==> src/rtl/alu_writeback_unit_pkg.sv <==
// Shared widths and entry layout helpers for the ALU writeback unit.
package alu_writeback_unit_pkg;

  localparam int WB_DATA_LEN = 32;
  localparam int WB_RRF_SEL  = 6;
  localparam int WB_ROB_SEL  = 6;
  localparam int WB_DEPTH    = 4;

  // Entry layout, MSB first: {rrf_we, rrf_tag, rob_tag, data}
  function automatic int wb_entry_len(input int data_len, input int rrf_sel, input int rob_sel);
    return 1 + rrf_sel + rob_sel + data_len;
  endfunction

  function automatic int wb_rob_lsb(input int data_len);
    return data_len;
  endfunction

  function automatic int wb_rrf_lsb(input int data_len, input int rob_sel);
    return data_len + rob_sel;
  endfunction

endpackage

==> src/rtl/alu_writeback_unit_wb_fifo.sv <==
// Generic synchronous FIFO with flush, drop-on-full and a one-cycle overflow pulse.
module alu_writeback_unit_wb_fifo #(
  parameter int WIDTH = 45,
  parameter int DEPTH = 4
) (
  input  logic                       clk_i,
  input  logic                       reset_i,
  input  logic                       push,
  input  logic                       pop,
  input  logic                       flush,
  input  logic [WIDTH-1:0]           wdata,
  output logic [WIDTH-1:0]           rdata,
  output logic [$clog2(DEPTH):0]     count,
  output logic                       empty,
  output logic                       overflow
);

  localparam int PW = $clog2(DEPTH);
  localparam int CW = PW + 1;

  logic [WIDTH-1:0] mem [DEPTH];
  logic [PW-1:0]    wr_ptr;
  logic [PW-1:0]    rd_ptr;
  logic             full;
  logic             pop_ok;
  logic             push_ok;

  assign empty    = (count == '0);
  assign full     = (count == CW'(DEPTH));
  assign pop_ok   = pop & ~empty;
  // A pop in the same cycle frees the head slot, so a full FIFO still accepts.
  assign push_ok  = push & ~flush & (~full | pop_ok);
  assign overflow = push & ~flush & full & ~pop_ok;
  assign rdata    = mem[rd_ptr];

  always_ff @(posedge clk_i) begin
    if (push_ok) mem[wr_ptr] <= wdata;
  end

  always_ff @(posedge clk_i) begin
    if (!reset_i || flush) begin
      wr_ptr <= '0;
      rd_ptr <= '0;
      count  <= '0;
    end else begin
      if (push_ok) wr_ptr <= wr_ptr + 1'b1;
      if (pop_ok)  rd_ptr <= rd_ptr + 1'b1;
      count <= count + CW'(push_ok) - CW'(pop_ok);
    end
  end

endmodule

==> src/rtl/alu_writeback_unit.sv <==
// Buffers ALU completions and writes them to the RRF/ROB when the writeback port is granted.
// Optional zero-latency bypass when built with WB_FASTPATH_EN.
module alu_writeback_unit
  import alu_writeback_unit_pkg::*;
#(
  parameter int DATA_LEN = WB_DATA_LEN,
  parameter int RRF_SEL  = WB_RRF_SEL,
  parameter int ROB_SEL  = WB_ROB_SEL,
  parameter int DEPTH    = WB_DEPTH
) (
  input  logic                clk_i,
  input  logic                reset_i,
  input  logic [DATA_LEN-1:0] ex_result_i,
  input  logic                ex_rob_we_i,
  input  logic                ex_rrf_we_i,
  input  logic [RRF_SEL-1:0]  ex_rrf_tag_i,
  input  logic [ROB_SEL-1:0]  ex_rob_tag_i,
  input  logic                wb_grant_i,
  input  logic                kill_i,
  output logic                rrf_we_o,
  output logic [RRF_SEL-1:0]  rrf_waddr_o,
  output logic [DATA_LEN-1:0] rrf_wdata_o,
  output logic                rob_finish_we_o,
  output logic [ROB_SEL-1:0]  rob_finish_addr_o,
  output logic                wb_req_o,
  output logic                stall_o,
  output logic                overflow_o
);

  localparam int ENTRY_LEN = wb_entry_len(DATA_LEN, RRF_SEL, ROB_SEL);
  localparam int ROB_LSB   = wb_rob_lsb(DATA_LEN);
  localparam int RRF_LSB   = wb_rrf_lsb(DATA_LEN, ROB_SEL);
  localparam int CW        = $clog2(DEPTH) + 1;

  logic [ENTRY_LEN-1:0] in_entry;
  logic [ENTRY_LEN-1:0] head;
  logic [CW-1:0]        count;
  logic                 empty;
  logic                 drop;
  logic                 fast;
  logic                 push;
  logic                 pop_ok;

`ifdef WB_FASTPATH_EN
  assign fast = empty & ex_rob_we_i & wb_grant_i & ~kill_i;
`else
  assign fast = 1'b0;
`endif

  assign in_entry = {ex_rrf_we_i, ex_rrf_tag_i, ex_rob_tag_i, ex_result_i};
  assign push     = ex_rob_we_i & ~kill_i & ~fast;
  assign pop_ok   = wb_grant_i & ~empty;

  alu_writeback_unit_wb_fifo #(
    .WIDTH (ENTRY_LEN),
    .DEPTH (DEPTH)
  ) u_fifo (
    .clk_i    (clk_i),
    .reset_i  (reset_i),
    .push     (push),
    .pop      (wb_grant_i),
    .flush    (kill_i),
    .wdata    (in_entry),
    .rdata    (head),
    .count    (count),
    .empty    (empty),
    .overflow (drop)
  );

  always_comb begin
    rrf_we_o          = 1'b0;
    rrf_waddr_o       = '0;
    rrf_wdata_o       = '0;
    rob_finish_we_o   = 1'b0;
    rob_finish_addr_o = '0;
    if (pop_ok) begin
      rrf_we_o          = head[ENTRY_LEN-1];
      rrf_waddr_o       = head[RRF_LSB +: RRF_SEL];
      rrf_wdata_o       = head[DATA_LEN-1:0];
      rob_finish_we_o   = 1'b1;
      rob_finish_addr_o = head[ROB_LSB +: ROB_SEL];
    end else if (fast) begin
      rrf_we_o          = ex_rrf_we_i;
      rrf_waddr_o       = ex_rrf_tag_i;
      rrf_wdata_o       = ex_result_i;
      rob_finish_we_o   = 1'b1;
      rob_finish_addr_o = ex_rob_tag_i;
    end
  end

  assign wb_req_o = ~empty | fast;
  // Two slots of headroom cover completions already in flight through execute and its latch.
  assign stall_o  = (count >= CW'(DEPTH - 2));

  always_ff @(posedge clk_i) begin
    if (!reset_i)  overflow_o <= 1'b0;
    else if (drop) overflow_o <= 1'b1;
  end

endmodule

==> config.mk <==
export PLATFORM = sky130hd
export DESIGN_NAME = alu_writeback_unit
export DESIGN_NICKNAME = d
export VERILOG_FILES = /design/src/rtl/alu_writeback_unit_pkg.sv /design/src/rtl/alu_writeback_unit_wb_fifo.sv /design/src/rtl/alu_writeback_unit.sv
export SDC_FILE = /design/constraint.sdc
export NUM_CORES = 1
export LEC_CHECK = 0
export BUFFER_PORTS_ARGS = -buffer_cell sky130_fd_sc_hd__buf_2
export CORE_ASPECT_RATIO = 0.5
export CORE_UTILIZATION = 55
export CTS_CLUSTER_DIAMETER = 50
export DETAILED_ROUTE_END_ITERATION = 16
export GPL_TIMING_DRIVEN = 0
export PLACE_DENSITY_LB_ADDON = 0.12
export SETUP_SLACK_MARGIN = 0.4
export SYNTH_ARGS = -nofsm -noshare
export SYNTH_HDL_FRONTEND = slang
export SYNTH_SLANG_ARGS = --single-unit
==> constraint.sdc <==
create_clock -name clk_i -period 6.7 [get_ports clk_i]
set_input_delay 0.67 -clock clk_i [delete_from_list [all_inputs] [get_ports clk_i]]
set_output_delay 0.67 -clock clk_i [all_outputs]
set_load 0.005 [all_outputs]
==> impl_metrics.tcl <==
set metrics [dict create \
    nets 523 \
    place_area_sq_um 8180 \
    r2r_slack_ns 4.12 \
    setup-tns-final_ns 0 \
    drt-total-wl_mm 13.1 \
    die_w_microns 166 \
    overflow 0 \
    synthDistinctLibCells 25 \
    mostFrequentLayoutCell "edfxtp_1" \
    cap_violations 0 \
    hold_viol 0 \
    fin_crit_ns 2.63 \
    place_congestion 0.718 \
    clk_latency_ns 0.42 \
    syn_avg_cell_area_sq_um 21.5 \
    reg2regPathDepth 10 \
    powerDensity_nw_per_um2 281 \
    final_area_sq_um 8770 \
    final_cell_mix "edfxtp_1, buf_2, mux4_2, nor2b_1, clkbuf_16" \
    root_buffer "clkbuf_16" \
    post-cts-setup-buffers 0 \
    grt_pass1_wl_mm 20.8 \
    dr.pass1.iters 12 \
    viasPerCell 5.54 \
    min_path_type "input pin to flip-flop" \
    initial_core_util 0.574 \
    cts.reportedPaths.clkPinSlew_ns 0.07 \
    h-tree-depth 4 \
    cts_hold_buf 0 \
    post-route-drc-count 5 \
    skew_ns 0.00979 \
    ant_nets 0 \
    syn_inst 344 \
    dieHeight_microns 84.0 \
    hpwl_mm 8.62 \
    endpoint "rrf_wdata_o[17]" \
    r2r_start "u_fifo.count[0]" \
    drv_slew 0 \
    grt_use_total 0.205 \
    end_kind "primary output" \
    synth.area.top_cells "edfxtp_1, mux4_2, nor2b_1, dfxtp_1, ha_1" \
    leakage_uw 0.00306 \
    cts_buffers 17 \
    synthDominantCellAreaShare 0.732 \
    finalSetupViolCount 0 \
    total_power_uw 2460 \
    vdd_drop_max_uv 209 \
    cp.required_ns 6.03 \
    critPathLaunchType "flip-flop" \
    synth_nets 402 \
    ys_warn_count 0 \
    cts_tree "done" \
    area_growth_pct 18.7 \
    cts_resized 0 \
    post-route-util 0.681 \
    antenna_found_initial 0 \
    cp_max_fo 10 \
    max_slew_margin 0.560 \
    worst_slew_pin_slew_ns 0.660 \
    synth_seq_area_share 0.759 \
    wl_per_cell_microns 20.3 \
    rows 29 \
    fmax_ghz 0.381 \
    io_pins 99 \
    grt_pass1_vias 4062 \
    vias 3592 \
    clockBufferDepth 2 \
    drive_gt1_frac 0.418 \
    outcome "finished with violations" \
    timing.rr.end "u_fifo.count[2]" \
    dieArea_sq_um 13900 \
    ys_ff_latch 190 \
    fill_cells 833 \
    coreArea_sq_um 12900 \
    failed_checks "DRC" \
    synthesis.area_sq_um 7390 \
    rsz0062_at_grt "false" \
    cts_sinks 190 \
    grt_start_max_net_pins 25 \
    critPathKind "flip-flop to primary output" \
    cp.arrival_ns 1.96 \
    drtIter0Drc 262 \
    fin_crit_sh 0.392 \
    yosys.area.top_type "edfxtp_1" \
    io_buffers 98 \
    diodes 0 \
]
[stage by stage]
step / setup WS (ns) / hold slack [ns] / cells
2_1_floorplan: 4.18 / 0.482 / 344
3_3_place_gp: 3.31 / 0.471 / 612
3_5_place_dp: 3.89 / 0.523 / 616
4_1_cts: 4.03 / 0.449 / 648
5_1_grt: 3.89 / 0.447 / 648
6_report: 4.07 / 0.461 / 648
[where the power goes]
group	total, uW	switching, uW	internal (uW)
clock network	1000	453	549
registers	1330	6.68	1320
logic	138	69.7	68.2
[registers in the layout (all words and copies together), names as in the netlist, named ones only]
register,count
u_fifo.mem,180
u_fifo.count,3
u_fifo.rd_ptr,2
u_fifo.wr_ptr,2
overflow_o,1
[worst min-delay path by stage]
stage | to | cells after the start | start | slack (ns)
5_1_grt | u_fifo.mem[1][12] | 1 | ex_result_i[12] | 0.45
6_report | u_fifo.mem[3][23] | 1 | ex_result_i[23] | 0.46
3_5_place_dp | overflow_o | 2 | overflow_o | 0.52
2_1_floorplan | overflow_o | 2 | overflow_o | 0.48
3_3_place_gp | overflow_o | 2 | overflow_o | 0.47
4_1_cts | u_fifo.mem[2][33] | 1 | ex_rob_tag_i[1] | 0.45
[logic make-up after synthesis]
kind of cell,Yosys count,synth area share
buf+inv,26,0.0246
compound gates,7,0.00559
xor+xnor,3,0.00356
flops,190,0.759
fa+ha+maj,8,0.0146
simple gates,65,0.0559
mux,45,0.137
[worst max-delay path: stages (launching register included)]
cell and delay [ns]:
dfxtp_1 0.31, clkbuf_2 0.23, buf_2 0.34, mux4_2 0.35, nor2b_1 0.16, buf_2 0.14
[layout make-up]
cell class / instances / area (sq um) / share of cell area
inverter: 10 / 37.5 / 0.00428
multi-input combinational: 128 / 1610 / 0.183
tap: 170 / 213 / 0.0243
clock buffer: 19 / 453 / 0.0516
timing repair buffer: 102 / 571 / 0.0650
clock inverter: 13 / 141 / 0.0161
sequential: 190 / 5610 / 0.639
buffer: 16 / 144 / 0.0164
[synthesized netlist by cell type, drive strengths merged]
master,n
nand2b,2
o31ai,1
a21oi,3
nor4b,1
xnor2,1
fa,1
o311ai,1
nor2b,47
clkbuf,3
buf,13
or4b,1
nor2,7
edfxtp,180
o21ai,2
ha,7
xor2,2
inv,10
dfxtp,10
and3,4
mux4,45
nand3,3
[per-layer routing]
layer	vias to the layer above	GRT usage	routed length, microns
met5	-	0	0
met4	0	0.0714	142
met3	16	0.0550	625
met2	100	0.353	6770
met1	1857	0.254	5610
li1	1619	-	-
(Power assumes the default switching activity.)
